==> config.mk <==
export PLATFORM = sky130hd
export DESIGN_NAME = cruise_speed_sequencer
export DESIGN_NICKNAME = d
export VERILOG_FILES = /design/src/rtl/cruise_speed_sequencer.sv
export SDC_FILE = /design/constraint.sdc
export NUM_CORES = 1
export LEC_CHECK = 0
export ABC_AREA = 0
export CAP_MARGIN = 10
export CELL_PAD_IN_SITES_DETAIL_PLACEMENT = 1
export CELL_PAD_IN_SITES_GLOBAL_PLACEMENT = 2
export CORE_MARGIN = 1.5
export CORE_UTILIZATION = 30
export CTS_CLUSTER_SIZE = 24
export DETAILED_ROUTE_END_ITERATION = 10
export HOLD_SLACK_MARGIN = 0.12
export PLACE_DENSITY = 0.82
export SLEW_MARGIN = 20
export SYNTH_ARGS = -nofsm -noshare
export SYNTH_HDL_FRONTEND = slang
export SYNTH_SLANG_ARGS = --single-unit
==> constraint.sdc <==
create_clock -name clock -period 2.4 [get_ports clock]
set_input_delay 0.36 -clock clock [delete_from_list [all_inputs] [get_ports clock]]
set_output_delay 0.36 -clock clock [all_outputs]
set_load 0.005 [all_outputs]
==> src/rtl/cruise_speed_sequencer.sv <==
// Cruise speed sequencer: forwards pedals in manual mode, steps the speed FSM
// one level at a time toward a latched target in cruise mode, and flags faults.
module cruise_speed_sequencer #(
  parameter int unsigned DWELL_CYCLES   = 4,
  parameter int unsigned TIMEOUT_CYCLES = 8
) (
  input  logic       clock,
  input  logic       reset,
  input  logic       keys,
  input  logic       driver_brake,
  input  logic       driver_accel,
  input  logic       cruise_set,
  input  logic       cruise_cancel,
  input  logic [1:0] target_speed,
  input  logic [1:0] speed_fb,
  output logic       brake,
  output logic       accelerate,
  output logic       cruise_active,
  output logic       fault
);

  typedef enum logic [2:0] {
    IDLE,
    ENGAGED,
    STEP,
    WAIT_FB,
    DWELL,
    FAULT
  } state_t;

  localparam logic [7:0] DWELL_LAST   = 8'(DWELL_CYCLES - 1);
  localparam logic [7:0] TIMEOUT_LAST = 8'(TIMEOUT_CYCLES - 1);

  state_t     state_q, state_d;
  logic [7:0] count_q, count_d;
  logic [1:0] target_q, target_d;
  logic [1:0] start_q, start_d;
  logic       up_q, up_d;
  logic       brake_q, brake_d;
  logic       accel_q, accel_d;
  logic       cruising;
  logic [1:0] expected_fb;

  assign cruising    = (state_q == ENGAGED) || (state_q == STEP) ||
                       (state_q == WAIT_FB) || (state_q == DWELL);
  // Speed the FSM should report once the last commanded step has landed.
  assign expected_fb = up_q ? (start_q + 2'd1) : (start_q - 2'd1);

  always_comb begin
    state_d  = state_q;
    count_d  = count_q;
    target_d = target_q;
    start_d  = start_q;
    up_d     = up_q;
    brake_d  = 1'b0;
    accel_d  = 1'b0;

    if (!keys) begin
      state_d = IDLE;
      count_d = 8'd0;
    end else if (cruising && (driver_brake || cruise_cancel)) begin
      state_d = IDLE;
      count_d = 8'd0;
      brake_d = driver_brake;
    end else begin
      if (cruising && cruise_set && (target_speed != 2'b00)) begin
        target_d = target_speed;
      end
      unique case (state_q)
        IDLE: begin
          brake_d = driver_brake;
          accel_d = driver_accel & ~driver_brake;
          if (cruise_set && !driver_brake && (speed_fb != 2'b00) &&
              (target_speed != 2'b00)) begin
            target_d = target_speed;
            state_d  = ENGAGED;
          end
        end
        // The step command is registered here so it is high during STEP.
        ENGAGED: begin
          if (speed_fb != target_q) begin
            up_d    = (speed_fb < target_q);
            start_d = speed_fb;
            accel_d = (speed_fb < target_q);
            brake_d = (speed_fb > target_q);
            state_d = STEP;
          end
        end
        STEP: begin
          state_d = WAIT_FB;
          count_d = 8'd0;
        end
        WAIT_FB: begin
          if (speed_fb == expected_fb) begin
            state_d = DWELL;
            count_d = 8'd0;
          end else if ((speed_fb != start_q) || (count_q == TIMEOUT_LAST)) begin
            state_d = FAULT;
          end else begin
            count_d = count_q + 8'd1;
          end
        end
        DWELL: begin
          if (speed_fb != expected_fb) begin
            state_d = FAULT;
          end else if (count_q == DWELL_LAST) begin
            state_d = ENGAGED;
            count_d = 8'd0;
          end else begin
            count_d = count_q + 8'd1;
          end
        end
        FAULT: begin
          if (cruise_cancel) begin
            state_d = IDLE;
            count_d = 8'd0;
          end
        end
        default: state_d = IDLE;
      endcase
    end
  end

  always_ff @(posedge clock) begin
    if (reset) begin
      state_q  <= IDLE;
      count_q  <= 8'd0;
      target_q <= 2'b00;
      start_q  <= 2'b00;
      up_q     <= 1'b0;
      brake_q  <= 1'b0;
      accel_q  <= 1'b0;
    end else begin
      state_q  <= state_d;
      count_q  <= count_d;
      target_q <= target_d;
      start_q  <= start_d;
      up_q     <= up_d;
      brake_q  <= brake_d;
      accel_q  <= accel_d;
    end
  end

  assign brake         = brake_q;
  assign accelerate    = accel_q;
  assign cruise_active = cruising;
  assign fault         = (state_q == FAULT);

endmodule

==> results.md <==
- DRT antenna net count: 0
- Initial core utilization: 31.9%
- Vias: 1,090
- Peak supply drop: 0.000186 V
- Clock Skews: 0.00265 ns
- Num CTS Buffers: 3
- Post-CTS sizing: 0
- Die span in y: 65.8 um
- Worst Path Arrival: between 2 and 2.5 ns
- Layout Nets: about 170
- Post-Syn Area: 1180 um2
- First-pass GRT wire length: 5460 um
- Fmax: 0.469 GHz
- Max_slew headroom: 68.5%
- Final setup violation count: 0
- Critical Path End Type: flop
- Final max-slew violation count: 0
- Syn avg cell area: ~8.7 um2
- Vias in the first global route: 1,137
- CP Max Fanout: 6
- Drt wl/cell: 15.0 um
- HP Class: flop to flop
- Yosys warns: 0
- DRC: 0
- Postcts setup bufs: 0
- EDFF count, synth: 0
- Distinct cell type count after synthesis: 42
- CP required: 2.56 ns
- Final worst path period need: between 2 and 2.5 ns
- Setup_tns: 0 ns
- GRT Overall Usage: 16.3%
- RSZ-0062 raised after global routing: false
- Final period utilization: between 80 and 90%
- Critical path class: input pin to flop
- Post-synth ARST share: 0%
- CTS Root Cell: clkbuf_8
- Full die area: ~4300 um2
- Syn-to-layout area delta: 24.0%
- Number of hold buffers added after CTS: 0
- Seq/Total Area, Yosys: between 30% and 40%
- Count of final hold-check violations: 0
- PortBufs: 14
- Fraction of layout cells with a size suffix above 1: 16.6%
- CTS tree: built
- Clk sink count: 18
- Hold_ws: 0.478 ns
- Clk slew on worst S/H paths: 0.07 ns
- Worst-Margin Slew: 0.472 ns
- Crit start category: input pin
- Drt pass-1 iters: 4
- Row cnt: 22
- Initial antenna violation count: 0
- Pin count of the biggest net entering global routing: 12
- CTS H-Tree Depth: 1
- GRT Residual Overflow: 0
- Clk buf depth: 2
- Max-cap violations: 0
- Status: finished clean
- IO Count: 15
- Most frequent cells in the layout: 18 x dfxtp_1, 14 x nor2_1, 14 x clkdlybuf4s50_1
- Die X: 65.8 um
- Static Leakage: 0.562 nW
- Worst skew pair latency: around 0.26 ns
- Final core occ: between 30% and 40%
- Post-DP HPWL: approximately 2400 um
- Final wirelength: 3070 um
- Seq cells post-synth: 18
- Core Area: 3720 um2
- Power per cell area: roughly 440 nW/um2
- Syn Inst Count: between 100 and 150
- N_diodes: 0
- Post-synth top flop: dfxtp_1
- Via density per instance: 5.32
- Initial DRC count: 50
- Placer Congestion: 0.771
- Syn_nets: 151
- Most common cell after layout, fill and taps aside: dfxtp_1
flip-flops by register name, indices dropped and copies added, names as in the netlist:
signal / cells
start_q: 2
target_q: 2
state_q: 3
count_q: 8
accelerate: 1
brake: 1
up_q: 1
layer usage:
layer  vias up  wire [um]  global-route usage [%]
met5         -          0                       0
met4         0         46                    5.47
met3         5         94                    2.73
met2        18       1500                    27.9
met1       531       1430                    20.7
li1        536          -                       -
area by class of cell:
type | count | area, um2
fill | 448 | 2250
multi-input combinational | 106 | 773
sequential | 18 | 360
timing repair buffer | 20 | 185
tap | 48 | 60.1
clock buffer | 4 | 55.1
inverter | 9 | 33.8
final timing paths:
kind | start | to | slack, ns | cells past startpoint
worst min-delay path | count_q[1]$_SDFFE_PP0P_ | count_q[1]$_SDFFE_PP0P_ | 0.48 | 2
worst max-delay path | speed_fb[0] | up_q$_SDFFE_PP0P_ | 0.27 | 8
worst max register to register | state_q[2]$_SDFFE_PP0P_ | count_q[6]$_SDFFE_PP0P_ | 0.28 | 6
worst min register to register | count_q[1]$_SDFFE_PP0P_ | count_q[1]$_SDFFE_PP0P_ | 0.48 | 2
synth_stat cells (2+ instances only):
library cell	count	area, um2
nor3b_1	4	30.0
o31ai_2	3	37.5
a21oi_1	4	20.0
inv_1	8	30.0
dfxtp_1	18	360
nor2b_1	2	12.5
xor2_1	2	17.5
o21ai_1	12	60.1
mux2i_1	5	50.1
and3_1	6	37.5
nor2_1	14	52.6
nor3_1	7	35.0
o21ai_0	3	15.0
o21a_1	2	15.0
nand2_1	8	30.0
nand3_1	9	45.0
ha_1	4	50.1
power breakdown:
part / switching (mW) / leakage (nW) / total (mW) / internal [mW]
logic: 0.0445 / 0.387 / 0.0904 / 0.0458
clock network: 0.112 / 0.0288 / 0.258 / 0.146
registers: 0.00216 / 0.145 / 0.304 / 0.302
cells by family after synthesis:
family	Yosys count	share of synthesized area, %
simple gates	59	27.9
xor+xnor	3	3.49
compound gates	33	22.6
fa+ha+maj	4	4.23
buf+inv	12	4.23
flops	18	30.4
mux	7	7.08
critical path, cell delays in order:
cell and delay (ns):
clkdlybuf4s50_1 0.59, inv_1 0.07, ha_1 0.32, a21oi_1 0.20, nand3_1 0.15, nor2_1 0.31, mux2i_1 0.23, nor2_1 0.05
per-stage QoR:
step | setup WS, ns | std cells | total power [mW] | area [um2]
global placement | -0.00523 | 201 | 0.400 | 1410
CTS | 0.233 | 205 | 0.658 | 1470
detailed placement | -0.0328 | 201 | 0.402 | 1410
floorplan | 0.594 | 136 | 0.358 | 1180
global route | 0.0840 | 205 | 0.689 | 1470
finish | 0.270 | 205 | 0.653 | 1470
(Power assumes the default switching activity.)
==> edit 1 (same flow settings) <==
Add an input register stage for `target_speed`, without a reset; this delays it by one clock. The other inputs are not delayed to match.
--- a/src/rtl/cruise_speed_sequencer.sv
+++ b/src/rtl/cruise_speed_sequencer.sv
@@ -31,6 +31,12 @@
   localparam logic [7:0] DWELL_LAST   = 8'(DWELL_CYCLES - 1);
   localparam logic [7:0] TIMEOUT_LAST = 8'(TIMEOUT_CYCLES - 1);
 
+  logic [1:0] target_speed_q;
+
+  always_ff @(posedge clock) begin
+    target_speed_q <= target_speed;
+  end
+
   state_t     state_q, state_d;
   logic [7:0] count_q, count_d;
   logic [1:0] target_q, target_d;
@@ -63,16 +69,16 @@
       count_d = 8'd0;
       brake_d = driver_brake;
     end else begin
-      if (cruising && cruise_set && (target_speed != 2'b00)) begin
-        target_d = target_speed;
+      if (cruising && cruise_set && (target_speed_q != 2'b00)) begin
+        target_d = target_speed_q;
       end
       unique case (state_q)
         IDLE: begin
           brake_d = driver_brake;
           accel_d = driver_accel & ~driver_brake;
           if (cruise_set && !driver_brake && (speed_fb != 2'b00) &&
-              (target_speed != 2'b00)) begin
-            target_d = target_speed;
+              (target_speed_q != 2'b00)) begin
+            target_d = target_speed_q;
             state_d  = ENGAGED;
           end
         end
Function: changed (a bounded check fails within 4 cycles, from zero or initial values and one cycle with reset high).
==> edit 1 against the unedited design <==
  * Power rose by 8.4%
  * Area after synthesis increased by 3.6%
  * Sequential share of layout area up 1.4 points
  * First-iteration DRC count rose by 42%
  * Design area increased by 5.3%
  * Routed wire length rose by 4.3%
  * Clock skew grew 0.0035 ns
  * Via count grew 2.3%
  * Sequential cell count grew 2
  * Setup slack improved by 0.0019 ns
  * Synthesized cell count is 2.9% higher
  * Critical endpoint is now cruise_active
==> edit 1: results (changes against the unedited design) <==
| Metric | Value |
|---|---|
| Status | finished, final reports clean (unchanged) |
| Final period util | 88.7% (was 88.8%) |
| Met2 usage | 28.4% (was 27.9%) |
| Placer Congestion | 0.839 (was 0.771) |
| Peak supply drop | 0.260 mV (was 0.186 mV) |
| Synth cell count leaders | dfxtp_1 (20), nor2_1 (18), nand2_1 (13) (was dfxtp_1 (18), nor2_1 (14), o21ai_1 (12)) |
| Crit-path leading delay family | flip-flops (was buffers and inverters) |
| Seq/total area | 25.9% (was 24.6%) |
| #MultiIn Comb | 108 (was 106) |
| Compound-Gate Fraction of Synth Area | 18.3% (was 22.6%) |
| Reg-to-Reg End | state_q[0] (was count_q[6]) |
| Syn Area/Cell | 8.76 µm² (was 8.70 µm²) |
| Detailed placer's ending HPWL | 2560 µm (was 2390 µm) |
| Adder-Cell Fraction of Synth Area | 4.08% (was 4.23%) |
| CP max-delay cell | dfxtp_1 (was clkdlybuf4s50_1) |
| M1 WL | 1490 µm (was 1430 µm) |
| Worst reg-to-reg path cell count | 8 (was 6) |
| Design area | 1550 µm² (was 1470 µm²) |
| Area contributors post-synth | dfxtp_1 (33%), nor2_1 (5.5%), mux2i_1 (4.9%), ha_1 (4.1%), nand2_1 (4.0%) (was dfxtp_1 (30%), o21ai_1 (5.1%), nor2_1 (4.4%), ha_1 (4.2%), mux2i_1 (4.2%)) |
| Combinational cell power | 0.0000989 W (was 0.0000904 W) |
| Iter 0 DRT Violations | 71 (was 50) |
| Clk. pwr | 0.000265 W (was 0.000258 W) |
| Bufs w/o clock | 27 (was 20) |
| Crit path max fanout | 13 (was 6) |
| Share of cells above drive strength 1 | 16.8% (was 16.6%) |
| Mapped Nets | 155 (was 151) |
| LEAKAGE | 0.583 nW (was 0.562 nW) |
| Synth-to-layout area growth | 26.0% (was 24.0%) |
| Final cell count without fillers | 217 (was 205) |
| Max transition margin | 72.7% (was 68.5%) |
| Layout filler cell count | 484 (was 448) |
| Pwr dens | 458 nW/µm² (was 445 nW/µm²) |
| Critical Path End | cruise_active (was up_q) |
| Vias in the first global route | 1,140 (was 1,137) |
| Buffering overhead | 15.4% (was 12.6%) |
| Met3 Use GR | 3.21% (was 2.73%) |
| XOR/XNOR Fraction of Synth Area | 5.51% (was 3.49%) |
| First-pass GRT wire length | 5320 µm (was 5460 µm) |
| Fraction of area in multi-input gates | 49.1% (was 52.7%) |
| Post-synthesis mux area share | 6.73% (was 7.08%) |
| DR WL met2 | 1600 µm (was 1500 µm) |
| Post-Route Skew | 0.00617 ns (was 0.00265 ns) |
| Largest net degree at the start of global routing | 14 (was 12) |
| Switching share of power | 24.2% (was 24.4%) |
| Met1 usage | 19.0% (was 20.7%) |
| Dpl cells | 213 (was 201) |
| FF+latch count | 20 (was 18) |
| Placement Cell Area | 1480 µm² (was 1410 µm²) |
edit 1: cell count changes in the layout (fill, tap and decap cells not counted), moves of 3 or more:
cell / before / now
a21oi_1: 4 / 7
nor3b_1: 4 / 1
xor2_1: 2 / 5
o21ai_1: 12 / 0
and3_1: 6 / 3
nor2_1: 14 / 18
buf_4: 6 / 13
and2b_2: 0 / 3
or3_1: 0 / 4
nand2_1: 8 / 13
nand3_1: 9 / 6
edit 1: worst min path at each step:
| stage | slack, ns | endpoint | cells past startpoint | start |
|---|---|---|---|---|
| floorplan | 0.39 | target_speed_q[0] | 0 | target_speed[0] |
| detailed placement | 0.49 | count_q[7] | 2 | count_q[7] |
| finish | 0.50 | count_q[7] | 2 | count_q[7] |
| CTS | 0.50 | count_q[7] | 2 | count_q[7] |
| global placement | 0.46 | target_q[0] | 2 | target_speed_q[0] |
| global route | 0.52 | count_q[7] | 2 | count_q[7] |
==> edit 2 (same flow settings) <==
Without the edit above. The parameter `TIMEOUT_CYCLES` goes from 8 to 7.
--- a/src/rtl/cruise_speed_sequencer.sv
+++ b/src/rtl/cruise_speed_sequencer.sv
@@ -2,7 +2,7 @@
 // one level at a time toward a latched target in cruise mode, and flags faults.
 module cruise_speed_sequencer #(
   parameter int unsigned DWELL_CYCLES   = 4,
-  parameter int unsigned TIMEOUT_CYCLES = 8
+  parameter int unsigned TIMEOUT_CYCLES = 7
 ) (
   input  logic       clock,
   input  logic       reset,
Check against the original RTL: no difference found for any inputs over 10 cycles, from zero or initial values and one cycle with reset high; that may be too few to reach the edited logic, so the function may still have changed.
==> edit 2 against the unedited design <==
  * Critical path depth fell by 2
  * Core utilization is 1.8 points lower
  * Clock power decreased by 14%
  * Setup slack gained 0.056 ns
  * Area after synthesis is 11% higher
  * Design area grew 5.8%
  * Power fell by 4.9%
  * Final cell count rose by 6.8%
  * Sequential cell count did not move
  * Routed wire length is 16% higher
  * Sequential share of layout area decreased by 1.3 points
==> edit 2: results (changes against the unedited design) <==
| Metric | Value |
|---|---|
| Status | finished, final reports clean (unchanged) |
| Iter 0 DRT Violations | 75 (was 50) |
| Design area | 1550 µm² (was 1470 µm²) |
| Placement Cell Area | 1510 µm² (was 1410 µm²) |
| First-pass GRT wire length | 6120 µm (was 5460 µm) |
| Dpl cells | 216 (was 201) |
| Tightest Hold Check Type | flip-flop to flip-flop (unchanged) |
| Met3 Use GR | 3.49% (was 2.73%) |
| Clock Path Buffers | 2 (unchanged) |
| CP max-delay cell | dfxtp_1 (was clkdlybuf4s50_1) |
| Synth cell count leaders | dfxtp_1 (18), inv_1 (14), nor2_1 (10), o21ai_0 (10), nand3_1 (8) (was dfxtp_1 (18), nor2_1 (14), o21ai_1 (12)) |
| Area of the multi-input gates | 873 µm² (was 773 µm²) |
| Post-Route Skew | 0.00163 ns (was 0.00265 ns) |
| Met3 routed WL | 120 µm (was 94 µm) |
| Crit-path leading delay family | compound AO/OA/AOI/OAI gates (was buffers and inverters) |
| Largest net degree at the start of global routing | 13 (was 12) |
| Met2 usage | 26.8% (was 27.9%) |
| Max transition margin | 68.7% (was 68.5%) |
| Clock power share | 35.5% (was 39.6%) |
| Nets | 187 (was 173) |
| Buffering overhead | 10.5% (was 12.6%) |
| DR WL met2 | 1690 µm (was 1500 µm) |
| Non-CTS inverters | 14 (was 9) |
| Post-synthesis sequential area ratio | 27.4% (was 30.4%) |
| Seq/total area | 23.2% (was 24.6%) |
| Met1 usage | 19.5% (was 20.7%) |
| Crit path arrival time | 2.26 ns (was 2.29 ns) |
| Final Power | 0.000621 W (was 0.000653 W) |
| Comb pwr share | 15.3% (was 13.8%) |
| Gr usage total | 15.5% (was 16.3%) |
| Crit path max fanout | 11 (was 6) |
| Slowest stage delay, CP | 0.61 ns (was 0.59 ns) |
| Bufs w/o clock | 17 (was 20) |
| Placer Congestion | 0.839 (was 0.771) |
| Area contributors post-synth | dfxtp_1 (27%), ha_1 (4.8%), a22oi_1 (4.0%), inv_1 (4.0%), o21ai_0 (3.8%) (was dfxtp_1 (30%), o21ai_1 (5.1%), nor2_1 (4.4%), ha_1 (4.2%), mux2i_1 (4.2%)) |
| Vias in the first global route | 1,247 (was 1,137) |
| Layout filler cell count | 509 (was 448) |
| Switching power | 0.000161 W (was 0.000159 W) |
| Mapped Nets | 169 (was 151) |
| Vias | 1,237 (was 1,090) |
| FF+latch count | 18 (unchanged) |
| Syn Area/Cell | 8.59 µm² (was 8.70 µm²) |
| DR WL/cell | 16.2 µm (was 15.0 µm) |
| Peak supply drop | 0.161 mV (was 0.186 mV) |
| Place WS | 0.121 ns (was -0.0328 ns) |
| Clock network area share | 2.66% (was 3.75%) |
| #MultiIn Comb | 117 (was 106) |
| Unique masters post-synth | 53 (was 42) |
| DR vias/cell | 5.65 (was 5.32) |
[edit 2: cell types whose count changed in the layout (fill, tap and decap cells not counted), moves of 4 or more]
cell	delta
nor2_1	-4
nand2b_1	+6
o22ai_1	+4
o21ai_1	-8
inv_1	+6
nor3b_1	-4
a22oi_1	+7
o21ai_0	+7
and3_1	-4
[edit 2: cells by family after synthesis]
kind of cell               Yosys count  share of synthesized area, %
buffers and inverters               18                          6.09
and+or+nand+nor                     51                          22.5
AOI/OAI and AO/OA                   55                          33.0
adders and majority gates            5                          4.76
xor gates and xnor gates             3                          3.05
muxes                                3                          3.24
DFF                                 18                          27.4
[edit 2: final timing paths]
check               from           to  slack, ns  depth (start not counted)
max           state_q[1]   count_q[6]       0.33                          6
max reg2reg   state_q[1]   count_q[6]       0.33                          6
min          target_q[1]  target_q[1]       0.51                          2
min reg2reg  target_q[1]  target_q[1]       0.51                          2
